--- src/rtl/alarm_set_ctrl.sv ---
// Alarm-time setting controller: three debounced keys drive an
// IDLE -> SET_HOUR -> SET_MIN editor with auto-repeat, timeout and blink.
//
// Ports:
//   clk, rst_n        : clock, asynchronous active-low reset
//   key_mode          : raw active-low mode button
//   key_inc, key_dec  : raw active-low step buttons
//   adjust_clock_num  : committed alarm time, BCD {H10,H1,M10,M1}
//   edit_num          : shadow time being edited (equals committed in IDLE)
//   alarm_en          : alarm armed flag, toggled by inc in IDLE
//   set_state         : 00 IDLE, 01 SET_HOUR, 10 SET_MIN
//   blink             : blink for the field being edited

// One key: 2-flop synchronizer, symmetric debounce, press pulse and
// auto-repeat pulses while held (only when rep_en).
module alarm_set_ctrl_key #(
    parameter int DEB_CYCLES    = 960000,
    parameter int REPEAT_DELAY  = 48000000,
    parameter int REPEAT_PERIOD = 12000000
) (
    input  logic clk,
    input  logic rst_n,
    input  logic key,
    input  logic rep_en,
    output logic press,
    output logic rep
);
    localparam int DW = $clog2(DEB_CYCLES + 1);
    localparam int RW = $clog2(REPEAT_DELAY + REPEAT_PERIOD + 1);

    logic [1:0]    sync;
    logic          low;
    logic          held;
    logic          deb_hit;
    logic [DW-1:0] deb_cnt;
    logic          armed;
    logic          first;
    logic [RW-1:0] rep_cnt;
    logic [RW-1:0] rep_lim;

    assign low     = ~sync[1];
    assign deb_hit = (low != held) && (deb_cnt == DW'(DEB_CYCLES - 1));

    always_ff @(posedge clk or negedge rst_n) begin
        if (!rst_n) begin
            sync <= 2'b11;
        end else begin
            sync <= {sync[0], key};
        end
    end

    // deb_cnt counts consecutive cycles the synchronized level disagrees
    // with the accepted state; any agreeing cycle restarts the count.
    always_ff @(posedge clk or negedge rst_n) begin
        if (!rst_n) begin
            held    <= 1'b0;
            deb_cnt <= '0;
            press   <= 1'b0;
        end else begin
            press <= deb_hit & low;
            if (low != held) begin
                if (deb_hit) begin
                    held    <= low;
                    deb_cnt <= '0;
                end else begin
                    deb_cnt <= deb_cnt + DW'(1);
                end
            end else begin
                deb_cnt <= '0;
            end
        end
    end

    // Repeat only after a press accepted while enabled; the first
    // interval is the long delay, later ones the short period.
    assign rep_lim = first ? RW'(REPEAT_DELAY - 1) : RW'(REPEAT_PERIOD - 1);
    assign rep     = armed & held & rep_en & ~press & (rep_cnt == rep_lim);

    always_ff @(posedge clk or negedge rst_n) begin
        if (!rst_n) begin
            armed   <= 1'b0;
            first   <= 1'b1;
            rep_cnt <= '0;
        end else if (!rep_en || !held) begin
            armed   <= 1'b0;
            first   <= 1'b1;
            rep_cnt <= '0;
        end else if (press) begin
            armed   <= 1'b1;
            first   <= 1'b1;
            rep_cnt <= '0;
        end else if (rep) begin
            first   <= 1'b0;
            rep_cnt <= '0;
        end else if (armed) begin
            rep_cnt <= rep_cnt + RW'(1);
        end
    end
endmodule

module alarm_set_ctrl #(
    parameter int DEB_CYCLES    = 960000,
    parameter int REPEAT_DELAY  = 48000000,
    parameter int REPEAT_PERIOD = 12000000,
    parameter int TIMEOUT       = 480000000,
    parameter int BLINK_HALF    = 12000000
) (
    input  logic        clk,
    input  logic        rst_n,
    input  logic        key_mode,
    input  logic        key_inc,
    input  logic        key_dec,
    output logic [15:0] adjust_clock_num,
    output logic [15:0] edit_num,
    output logic        alarm_en,
    output logic [1:0]  set_state,
    output logic        blink
);
    localparam logic [1:0] S_IDLE = 2'b00;
    localparam logic [1:0] S_HOUR = 2'b01;
    localparam logic [1:0] S_MIN  = 2'b10;

    localparam int TW = $clog2(TIMEOUT + 1);
    localparam int BW = $clog2(BLINK_HALF + 1);

    logic [1:0]    state;
    logic [15:0]   shadow;
    logic [15:0]   next_shadow;
    logic [TW-1:0] to_cnt;
    logic [BW-1:0] blink_cnt;
    logic [2:0]    press;
    logic [2:0]    rep;
    logic          in_set;
    logic          up;
    logic          dn;
    logic          act;
    logic          to_hit;

    assign in_set = (state != S_IDLE);

    // bit 0 mode (never repeats), bit 1 inc, bit 2 dec
    alarm_set_ctrl_key #(
        .DEB_CYCLES(DEB_CYCLES),
        .REPEAT_DELAY(REPEAT_DELAY),
        .REPEAT_PERIOD(REPEAT_PERIOD)
    ) u_mode (
        .clk(clk), .rst_n(rst_n), .key(key_mode), .rep_en(1'b0),
        .press(press[0]), .rep(rep[0])
    );

    alarm_set_ctrl_key #(
        .DEB_CYCLES(DEB_CYCLES),
        .REPEAT_DELAY(REPEAT_DELAY),
        .REPEAT_PERIOD(REPEAT_PERIOD)
    ) u_inc (
        .clk(clk), .rst_n(rst_n), .key(key_inc), .rep_en(in_set),
        .press(press[1]), .rep(rep[1])
    );

    alarm_set_ctrl_key #(
        .DEB_CYCLES(DEB_CYCLES),
        .REPEAT_DELAY(REPEAT_DELAY),
        .REPEAT_PERIOD(REPEAT_PERIOD)
    ) u_dec (
        .clk(clk), .rst_n(rst_n), .key(key_dec), .rep_en(in_set),
        .press(press[2]), .rep(rep[2])
    );

    function automatic logic [7:0] hour_step(input logic [7:0] h,
                                             input logic inc);
        logic [7:0] r;
        if (inc) begin
            if (h == 8'h23)            r = 8'h00;
            else if (h[3:0] == 4'd9)   r = {h[7:4] + 4'd1, 4'd0};
            else                       r = {h[7:4], h[3:0] + 4'd1};
        end else begin
            if (h == 8'h00)            r = 8'h23;
            else if (h[3:0] == 4'd0)   r = {h[7:4] - 4'd1, 4'd9};
            else                       r = {h[7:4], h[3:0] - 4'd1};
        end
        return r;
    endfunction

    function automatic logic [7:0] min_step(input logic [7:0] m,
                                            input logic inc);
        logic [7:0] r;
        if (inc) begin
            if (m == 8'h59)            r = 8'h00;
            else if (m[3:0] == 4'd9)   r = {m[7:4] + 4'd1, 4'd0};
            else                       r = {m[7:4], m[3:0] + 4'd1};
        end else begin
            if (m == 8'h00)            r = 8'h59;
            else if (m[3:0] == 4'd0)   r = {m[7:4] - 4'd1, 4'd9};
            else                       r = {m[7:4], m[3:0] - 4'd1};
        end
        return r;
    endfunction

    // Simultaneous inc and dec cancel; mode wins over both.
    always_comb begin
        up          = (press[1] | rep[1]) & ~(press[2] | rep[2]) & ~press[0];
        dn          = (press[2] | rep[2]) & ~(press[1] | rep[1]) & ~press[0];
        act         = (|press) | (|rep);
        to_hit      = in_set & ~act & (to_cnt == TW'(TIMEOUT - 1));
        next_shadow = shadow;
        if (state == S_HOUR) begin
            next_shadow[15:8] = hour_step(shadow[15:8], up);
        end else begin
            next_shadow[7:0]  = min_step(shadow[7:0], up);
        end
    end

    always_ff @(posedge clk or negedge rst_n) begin
        if (!rst_n) begin
            state            <= S_IDLE;
            shadow           <= 16'h0700;
            adjust_clock_num <= 16'h0700;
            alarm_en         <= 1'b0;
            blink            <= 1'b0;
            blink_cnt        <= '0;
            to_cnt           <= '0;
        end else begin
            unique case (state)
                S_IDLE: begin
                    shadow    <= adjust_clock_num;
                    to_cnt    <= '0;
                    blink_cnt <= '0;
                    if (press[0]) begin
                        state <= S_HOUR;
                        blink <= 1'b1;
                    end else begin
                        blink <= 1'b0;
                        if (press[1]) alarm_en <= ~alarm_en;
                    end
                end
                S_HOUR, S_MIN: begin
                    if (to_hit) begin
                        state     <= S_IDLE;
                        shadow    <= adjust_clock_num;
                        blink     <= 1'b0;
                        blink_cnt <= '0;
                        to_cnt    <= '0;
                    end else begin
                        to_cnt <= act ? '0 : to_cnt + TW'(1);
                        if (press[0]) begin
                            blink_cnt <= '0;
                            if (state == S_HOUR) begin
                                state <= S_MIN;
                                blink <= 1'b1;
                            end else begin
                                state            <= S_IDLE;
                                adjust_clock_num <= shadow;
                                blink            <= 1'b0;
                            end
                        end else if (up | dn) begin
                            shadow    <= next_shadow;
                            blink     <= 1'b1;
                            blink_cnt <= '0;
                        end else if (blink_cnt == BW'(BLINK_HALF - 1)) begin
                            blink     <= ~blink;
                            blink_cnt <= '0;
                        end else begin
                            blink_cnt <= blink_cnt + BW'(1);
                        end
                    end
                end
                default: begin
                    state <= S_IDLE;
                end
            endcase
        end
    end

    assign edit_num  = shadow;
    assign set_state = state;
endmodule

--- config.mk ---
export PLATFORM = sky130hd
export DESIGN_NAME = alarm_set_ctrl
export DESIGN_NICKNAME = d
export VERILOG_FILES = /design/src/rtl/alarm_set_ctrl.sv
export SDC_FILE = /design/constraint.sdc
export NUM_CORES = 1
export LEC_CHECK = 0
export CAP_MARGIN = 20
export CORE_MARGIN = 4
export CORE_UTILIZATION = 55
export CTS_CLUSTER_SIZE = 25
export DETAILED_ROUTE_END_ITERATION = 10
export PLACE_DENSITY = 0.75
export SLEW_MARGIN = 25
export SYNTH_ARGS = -nofsm -noshare
export SYNTH_HDL_FRONTEND = slang
export SYNTH_SLANG_ARGS = --single-unit
export TNS_END_PERCENT = 5
--- constraint.sdc ---
create_clock -name clk -period 8.65 [get_ports clk]
set_clock_uncertainty 0.15 [all_clocks]
set_input_delay 1.2975 -clock clk [delete_from_list [all_inputs] [get_ports clk]]
set_output_delay 1.2975 -clock clk [all_outputs]
set_load 0.02 [all_outputs]
## Word-level counts from Yosys, hierarchy flattened

Cells that the tools add are included.

| word-level totals | value |
|---|---|
| flip-flop bits (word level) | 217 |
| bits of input ports | 5 |
| output and inout port bits | 36 |
| word-level logic and storage cells | 201 |

| operators by class | value |
|---|---|
| $add $sub $neg | 15 |
| equality and inequality tests | 27 |
| mux-type cells | 62 |
| bitwise logic cells | 34 |
| reduce and logical (&&, ||, !) cells | 35 |

Operator list:

| operator | count |
|---|---|
| 26-bit 2-to-1 mux | 10 |
| 20-bit 2-to-1 mux | 6 |
| 24-bit 2-to-1 mux | 4 |
| 8-bit 2-to-1 mux | 12 |
| 20-bit by 1-bit adder with 20-bit output, second input constant | 3 |
| 20-bit equality test, second input constant | 3 |
| 29-bit 2-to-1 mux | 2 |
| 29-bit one-hot mux with 2 select lines | 1 |
| 26-bit by 1-bit adder with 26-bit output, second input constant | 2 |
| 26-bit equality test | 2 |
| 16-bit 2-to-1 mux | 3 |
| 24-bit one-hot mux with 2 select lines | 1 |
| 16-bit one-hot mux with 2 select lines | 1 |
| 29-bit by 1-bit adder with 29-bit output, second input constant | 1 |
| 29-bit equality test, second input constant | 1 |
| 24-bit by 1-bit adder with 24-bit output, second input constant | 1 |
| 24-bit equality test, second input constant | 1 |
| 5-bit inequality test, second input constant | 4 |
| 1-bit bitwise AND | 17 |
| 4-bit by 1-bit adder with 4-bit output, second input constant | 4 |
| 8-bit logical NOT | 2 |
| 1-bit 2-to-1 mux | 16 |
| 4-bit by 1-bit subtractor with 4-bit output, second input constant | 4 |
| 1-bit NOT | 13 |
| other kinds (28) | 59 |

## Depth between registers and ports, before layout

Gate-level depths: netlist of run 1.

| depth | value |
|---|---|
| depth in word-level cells | 14 |
| mapped depth | 13 |
| depth with buffers taken out | 10 |

## Hierarchy

From an unflattened synthesis of run 1, not the netlist that was laid out.

| unflattened totals | value |
|---|---|
| cells, all modules | 1427 |
| area total of the unflattened synthesis | 13810.7 um^2 |

Modules (own cells, without submodules):

| module | instances | cells each | area an instance (um^2) | seq. area each (um^2) |
|---|---|---|---|---|
| alarm_set_ctrl_key at u_dec ... | 2 | 291 | 2866.5 | 1305.0 |
| alarm_set_ctrl | 1 | 578 | 5388.9 | 2234.6 |
| alarm_set_ctrl_key at u_mode | 1 | 267 | 2688.8 | 1305.0 |

## Worst setup path after synthesis of run 1

OpenSTA, ideal clock, no wires.

| path | value |
|---|---|
| path type | register to register |
| start | register state[0] (netlist: set_state[0]) |
| end | register shadow[0] (netlist: edit_num[0]) |
| library setup time | 0.125 ns |
| arrival | 3.347 ns |
| required time | 8.375 ns |
| path slack | 5.028 ns |
| cell stages (with the launch flop) | 12 |
| path buffers | 1 |
| period minus slack after synthesis | 3.622 ns |
| path through | dfrtp_1 inv_1 ha_1 buf_6 nand4b_4 or4_4 a2111oi_0 nor2_1 xnor2_1 or3_1 a21oi_1 mux2_2 |

| between the ends | value |
|---|---|
| word-level cells in the longest chain between the ends | 14 |
| elaborated cells between the ends (all ways) | 36 |
| those cells by class | eq/ne (5); mux (6); bitwise (19); reduce/logical (6) |

RTL lines:

| element | RTL line | source |
|---|---|---|
| start, declared | 126 | `logic [1:0] state;` |
| start signal, assigned | 215 | `state <= S_IDLE;` |
| start signal, assigned | 229 | `state <= S_HOUR;` |
| start signal, assigned | 238 | `state <= S_IDLE;` |
| 2-bit nonzero test | 139 | `assign in_set = (state != S_IDLE);` |
| 1-bit bitwise AND (3 in series) | 77 | `assign rep = armed & held & rep_en & ~press & (rep_cnt == rep_lim);` |
| 1-bit bitwise OR | 201, 202 |  |
| 1-bit NOT | 201 | `up = (press[1] \| rep[1]) & ~(press[2] \| rep[2]) & ~press[0];` |
| 1-bit bitwise AND (2 in series) | 201 |  |
| 8-bit 2-to-1 mux | 187 | `if (inc) begin` |
| 8-bit 2-to-1 mux | 206 | `if (state == S_HOUR) begin` |
| 16-bit 2-to-1 mux | 255 | `end else if (up \| dn) begin` |
| 16-bit 2-to-1 mux | 245 | `if (press[0]) begin` |
| 16-bit 2-to-1 mux | 237 | `if (to_hit) begin` |
| 16-bit one-hot mux with 2 select lines | 223 | `unique case (state)` |
| end signal, assigned | 225 | `shadow <= adjust_clock_num;` |
| end signal, assigned | 239 | `shadow <= adjust_clock_num;` |
| end signal, assigned | 256 | `shadow <= next_shadow;` |
| end, declared | 127 | `logic [15:0] shadow;` |

Parallel ways exist; a longest one is shown, timed or not. The select of a mux whose other input is x is not followed.
A chain may end at the register's enable or synchronous reset.

## Worst setup path after layout of run 1

| path | value |
|---|---|
| start | register state[0] (netlist: set_state[0]) |
| end | register shadow[12] (netlist: edit_num[12]) |

| between the ends | value |
|---|---|
| word-level cells in the longest chain between the ends | 14 |
| elaborated cells between the ends (all ways) | 38 |
| those cells by class | eq/ne (7); mux (6); bitwise (19); reduce/logical (6) |

RTL lines:

| element | RTL line | source |
|---|---|---|
| 2-bit nonzero test | 139 |  |
| 1-bit bitwise AND (3 in series) | 77 |  |
| 1-bit bitwise OR | 201, 202 |  |
| 1-bit NOT | 201 |  |
| 1-bit bitwise AND (2 in series) | 201 |  |
| 8-bit 2-to-1 mux | 172 | `if (inc) begin` |
| 8-bit 2-to-1 mux | 206 |  |
| 16-bit 2-to-1 mux | 255 |  |
| 16-bit 2-to-1 mux | 245 |  |
| 16-bit 2-to-1 mux | 237 |  |
| 16-bit one-hot mux with 2 select lines | 223 |  |

Parallel ways exist; a longest one is shown, timed or not. The select of a mux whose other input is x is not followed.

==> run metrics, run 1 <==
largest fanout on the critical path=22; Mapped Area=0.0115 mm²; crit-path leading delay family=compound AO/OA/AOI/OAI gates; Core Area=0.0204 mm²; critical path, cell by cell=inv_1 -> ha_1 -> nand4b_4 -> or4_4 -> a2111oi_0 -> nor2_1 -> a31oi_2 -> o22ai_1 -> nand2_1 -> mux2i_1; worst reg2reg path depth=10; initial DRC count=595; TritonRoute pass-1 iters=5; # DRC=0; clock sink total=217; Post-synth ARST share=1.00; Port Buf Inserts=40; full die area=0.0233 mm²; Setup Slack @ Placement=4.40 ns; Resized cells post-CTS=0; Ys Warns=0; DRT Wirelength=24.7 mm; Post-Layout Inst Area=0.0130 mm²; critical path data arrival time=4.63 ns; Max Cap Viol=0; Root Driver=clkbuf_16; fmax=230 MHz; WS Path Type=flip-flop to flip-flop; Mapped Avg Cell Area=9.16 µm²; CTS Hold Buffers Added=0; Post-Synthesis Cells=1,257; Post-synth EDFFs=0; Max Root-Sink Buffers=3; I/O pin cnt=41; CTS H-tree lvls=1; total global-route track usage=0.211; Post-Syn Nets=1,285; gr ovfl total=0; initial antenna violation count=0; setup violators final=0; Critical Path Slowest Stage Cell=a31oi_2; first-pass GRT wire length=42.7 mm; antenna viol nets, final=0; top cells by area, synth=dfrtp_1 44%, xor2_1 5.2%, nor2_1 5.2%; commonest cells in the netlist=203 x dfrtp_1, 159 x nor2_1, 135 x nand2_1; Nets=1,310; wire length per cell=15.8 µm; die width=153 µm; Die Ht=153 µm; via count=9,248; unrepaired setup endpoints after global routing=false; critical path depth=10; fin crit period=4.35 ns; CTS clk-pin slew, worst paths=0.06 ns; CP max stage delay=0.85 ns; Hold Path Class=flip-flop to flip-flop; Post-CTS Setup Inserts=0; total power=0.00211 W; post-synth top area cell=dfrtp_1; final period utilization=0.502; CTS tree=done; Seq/Total Area, Yosys=0.473; Hold Path Depth=0; Hold Startpoint=u_dec.sync[0]; run status=completed; final hold violation count=0; vias in the first global route=8,868; Netlist cell types=72; Vias/cell=5.89; CTS Buf Count=24; Yosys top cell area share=0.441; Cell Pwr Density=163 mW/mm²; latest clock arrival within the worst-skew pair=0.52 ns; Worst Path Required=8.94 ns; r2r endpoint=edit_num[12]; area delta synth->final=12.4%; Initial Utilization=0.564; hpwl dp=16.5 mm; post-place instance area=0.0121 mm²; WHS Endpoint=u_dec.sync[1]; # diodes=0; maximum vdd drop=0.176 mV; CP Launch Type=flip-flop; Final WS setup=4.30 ns; largest net degree at the start of global routing=84; RePlAce Congestion=0.869; flop2flop setup slack=4.30 ns; Top FF cell, synth=dfrtp_1; setup_tns=0 ns; actual slew at the worst max-slew pin=1.11 ns; reg-to-reg critical path startpoint=set_state[0]; slew margin rel.=0.259; max-slew violations=0; Worst Setup End Kind=flip-flop; Lkg Pwr=5.46 nW; Worst setup startpoint=set_state[0]; most frequent cell after synthesis=dfrtp_1; num rows=52; WP buf/inv=1; post-synthesis register bit count=217; layout cell share with drive strength beyond 1=0.0685
[worst max path at each step]
stage,to,slack (ns)
after CTS,edit_num[12],4.34
after floorplan,edit_num[0],5.03
final,edit_num[12],4.30
after detailed placement,edit_num[12],4.40
after global routing,edit_num[12],4.02
after global placement,edit_num[13],4.53
[registers in the layout, summed over array words and instances (netlist names), 2 cells and up]
register and flops:
u_dec.deb_cnt 20, u_inc.deb_cnt 20, adjust_clock_num 16, u_inc.rep_cnt 26, set_state 2, u_inc.sync 2, u_mode.deb_cnt 20, u_dec.rep_cnt 26
u_mode.sync 2, blink_cnt 24, u_dec.sync 2, edit_num 16, to_cnt 29
[where the power goes]
group	internal [W]	total, W	switching (W)
Sequential	0.00102	0.00103	0.00000419
Clock	0.000644	0.00105	0.000404
Combinational	0.00000618	0.0000324	0.0000262
Total	0.00167	0.00211	0.000434
[metrics by stage]
step            util  hold WS (ns)  std cells
2_1_floorplan      -         0.195       1257
3_3_place_gp   0.593         0.196       1525
3_5_place_dp   0.593         0.198       1525
4_1_cts        0.633         0.207       1569
5_1_grt        0.634         0.209       1570
6_report       0.634         0.205       1570
[area by class of cell]
class                      count  area, µm²
multi-input combinational    953       5730
tap                          270        338
clock inverter                10        136
clock buffer                  34        688
fill                        1699       7480
inverter                      39        146
timing repair buffer          47        462
sequential                   217       5450
[layout by cell type, fill, tap and decap left out, types with 10 or more instances in the layout]
master	instances
xor2_1	69
nor2b_1	13
nand3_1	91
clkdlybuf4s50_1	39
o21ai_0	92
and2_1	12
inv_1	39
a21o_1	10
and3_1	46
nor4_1	10
nor3_1	19
nor2_1	159
mux2i_1	17
o31ai_1	22
a31oi_1	17
dfstp_2	14
nand2_1	135
mux2_2	12
clkbuf_16	24
a21oi_1	29
xnor2_1	32
ha_1	22
or3_1	21
dfrtp_1	203
nand4_1	32
[cells by family (layout without fill, tap and decap cells)]
logic type,after synthesis,after routing,share of synthesized area
flops,217,217,0.473
buf+inv,87,130,0.0300
simple gates,586,586,0.253
compound gates,214,214,0.116
fa+ha+maj,23,23,0.0250
mux,29,29,0.0265
xor+xnor,101,101,0.0768
[metal layers]
layer / global-route usage / vias up / wire, µm
li1: - / 4484 / -
met1: 0.293 / 4509 / 11200
met2: 0.347 / 200 / 11800
met3: 0.0312 / 55 / 1130
met4: 0.0594 / 0 / 609
met5: 0 / - / 0
[worst reg2reg max path: stages (launching register included)]
cell	delay (ns)
dfrtp_1	0.42
inv_1	0.06
ha_1	0.30
nand4b_4	0.20
or4_4	0.54
a2111oi_0	0.48
nor2_1	0.24
a31oi_2	0.85
o22ai_1	0.51
nand2_1	0.30
mux2i_1	0.21
(Power assumes the default switching activity.)
==> run 2, diff against run 1 <==
==> constraint.sdc (replaced) <==
create_clock -name clk -period 4 [get_ports clk]
set_clock_uncertainty 0.15 [all_clocks]
set_input_delay 0.6 -clock clk [delete_from_list [all_inputs] [get_ports clk]]
set_output_delay 0.6 -clock clk [all_outputs]
set_load 0.02 [all_outputs]
==> run 2 against run 1 <==
  * The run now ends with negative hold slack left
  * Sequential share of layout area down 0.27 points
  * Total power increased by 110%
  * Count of clock-buffer cells in the layout increased by 1
  * Utilization increased by 0.40 points
  * Clock power rose by 110%
  * Hold slack got worse by 0.21 ns
  * Die area did not move
  * Critical path depth unchanged
  * Largest cell class unchanged
==> run metrics, run 2 (synthesis results as in run 1) <==
largest net degree at the start of global routing=105 (was 84); Port Buf Inserts=40 (unchanged); Resized cells post-CTS=0 (unchanged); Finished Layout Cells=1,581 (was 1,570); Inst Count DP=1,537 (was 1,525); CTS Hold Buffers Added=0 (unchanged); fin crit period=3.76 ns (was 4.35 ns); Max Root-Sink Buffers=3 (unchanged); Vias/cell=5.90 (was 5.89); crit-path leading delay family=simple AND/OR/NAND/NOR gates (was compound AO/OA/AOI/OAI gates); commonest non-fill, non-tap cell in the layout=dfrtp_1 (unchanged); final period utilization=0.940 (was 0.502); WS Path Type=flip-flop to flip-flop (unchanged); Worst setup startpoint=set_state[0] (unchanged); run status=complete, but fails checks (was completed); total global-route track usage=0.213 (was 0.211); fill cell count=1,720 (was 1,699); setup_tns=0 ns (unchanged); slew margin rel.=0.428 (was 0.259); critical path data arrival time=4.01 ns (was 4.63 ns); biggest regs=to_cnt: 29 flops, u_dec.rep_cnt: 26 flops, u_inc.rep_cnt: 26 flops (unchanged); Initial Utilization=0.564 (unchanged); Lkg Pwr=5.52 nW (was 5.46 nW); Fin Hold WS=-0.00935 ns (was 0.205 ns); unrepaired setup endpoints after global routing=false (unchanged); CTS clk-pin slew, worst paths=0.06 ns (about the same); CP max stage delay=0.54 ns (was 0.85 ns); die width=153 µm (unchanged); Cell Pwr Density=345 mW/mm² (was 163 mW/mm²); TritonRoute pass-1 iters=5 (unchanged); vias in the first global route=8,807 (was 8,868); WP buf/inv=1 (unchanged); final hold violation count=14 (was 0); CTS H-tree lvls=1 (unchanged); CTS Buf Count=24 (unchanged); Root Driver=clkbuf_16 (unchanged); first-pass GRT wire length=42.9 mm (was 42.7 mm); max-slew violations=0 (unchanged); antenna viol nets, final=0 (unchanged); Worst Setup End Kind=flip-flop (unchanged); actual slew at the worst max-slew pin=0.851 ns (was 1.11 ns); area delta synth->final=13.2% (was 12.4%); Sequential cell area=0.00545 mm² (unchanged); initial DRC count=603 (was 595); Critical Path Slowest Stage Cell=or4_4 (was a31oi_2); Nets=1,321 (was 1,310); I/O pin cnt=41 (unchanged); area of the multi-input gates=0.00573 mm² (unchanged); Die Ht=153 µm (unchanged); # DRC=0 (unchanged); full die area=0.0233 mm² (unchanged); clock sink total=217 (unchanged); Core Area=0.0204 mm² (unchanged); reg-to-reg critical path startpoint=set_state[0] (unchanged); critical path, cell by cell=inv_1 -> ha_1 -> nand4b_4 -> or4_4 -> a2111oi_0 -> nor2_1 -> xnor2_1 -> or3_1 -> a21oi_1 -> mux2_2 (was inv_1 -> ha_1 -> nand4b_4 -> or4_4 -> a2111oi_0 -> nor2_1 -> a31oi_2 -> o22ai_1 -> nand2_1 -> mux2i_1); layout cell share with drive strength beyond 1=0.0778 (was 0.0685); # diodes=0 (unchanged); hpwl dp=16.8 mm (was 16.5 mm); Hold Path Class=primary input to asynchronous set/reset pin (was flip-flop to flip-flop); most frequent cells in the layout=203 x dfrtp_1, 159 x nor2_1, 135 x nand2_1 (unchanged); num rows=52 (unchanged); CP Launch Type=flip-flop (unchanged); setup violators final=0 (unchanged); largest fanout on the critical path=6 (was 22); latest clock arrival within the worst-skew pair=0.51 ns (was 0.52 ns); gr ovfl total=0 (unchanged); Largest Register=to_cnt (unchanged); RePlAce Congestion=0.904 (was 0.869); wire length per cell=15.8 µm (about the same); Worst Path Required=4.25 ns (was 8.94 ns); violated checks=negative hold slack; initial antenna violation count=0 (unchanged); fmax=266 MHz (was 230 MHz); via count=9,325 (was 9,248); CTS tree=done (unchanged); Post-CTS Setup Inserts=0 (unchanged); Max Cap Viol=0 (unchanged); maximum vdd drop=0.338 mV (was 0.176 mV); max FFs per register=29 (unchanged); DRT Wirelength=25.0 mm (was 24.7 mm)
-- run 2: cell type report --
type / count / share of cell area
sequential: 217 / 0.418
inverter: 39 / 0.0112
timing repair buffer: 58 / 0.0434
clock buffer: 35 / 0.0562
tap: 270 / 0.0259
multi-input combinational: 953 / 0.440
clock inverter: 9 / 0.00538
-- run 2: final timing paths --
kind	endpoint	slack [ns]	cells after the start
worst min-delay path	u_inc.deb_cnt[0]	-0.009	1
worst min register to register	u_dec.sync[1]	0.21	0
worst max register to register	edit_num[0]	0.24	10
min in group clk	u_dec.sync[1]	0.21	0
max in group asynchronous	u_dec.sync[0]	2.86	2
worst max-delay path	edit_num[0]	0.24	10
-- run 2: metrics by stage --
stage | area, µm² | hold slack, ns | setup slack (ns) | util | power (W)
6_report | 13000 | -0.00935 | 0.239 | 0.638 | 0.00450
3_3_place_gp | 12200 | 0.197 | 0.369 | 0.599 | 0.00233
2_1_floorplan | 11500 | 0.154 | 0.378 | - | 0.00227
3_5_place_dp | 12200 | 0.199 | 0.310 | 0.599 | 0.00233
5_1_grt | 13000 | 0.0390 | 0.0118 | 0.638 | 0.00466
4_1_cts | 13000 | 0.0173 | 0.273 | 0.638 | 0.00455
-- run 2: layer usage --
| metal | share of wire | wire [µm] | GRT usage | up-vias |
|---|---|---|---|---|
| li1 | - | - | - | 4505 |
| met1 | 0.46 | 11600 | 0.299 | 4555 |
| met2 | 0.47 | 11800 | 0.348 | 217 |
| met3 | 0.044 | 1100 | 0.0295 | 48 |
| met4 | 0.023 | 587 | 0.0607 | 0 |
| met5 | 0 | 0 | 0 | - |
-- run 2: report_power, final --
part           internal, W  total (W)  leakage, nW  switching (W)
logic            0.0000160  0.0000727         2.13      0.0000567
registers          0.00221    0.00222         2.98     0.00000906
clock network      0.00133    0.00221        0.407       0.000877
==> run 3, diff against run 2 <==
--- a/config.mk
+++ b/config.mk
@@ -5,11 +5,11 @@
 export SDC_FILE = /design/constraint.sdc
 export NUM_CORES = 1
 export LEC_CHECK = 0
-export CAP_MARGIN = 20
 export CORE_MARGIN = 4
 export CORE_UTILIZATION = 55
 export CTS_CLUSTER_SIZE = 25
 export DETAILED_ROUTE_END_ITERATION = 10
+export GPL_TIMING_DRIVEN = 1
 export PLACE_DENSITY = 0.75
 export SLEW_MARGIN = 25
 export SYNTH_ARGS = -nofsm -noshare
==> results of run 3 <==
No change in the layout: final DEF, timing and power equal those of run 2.
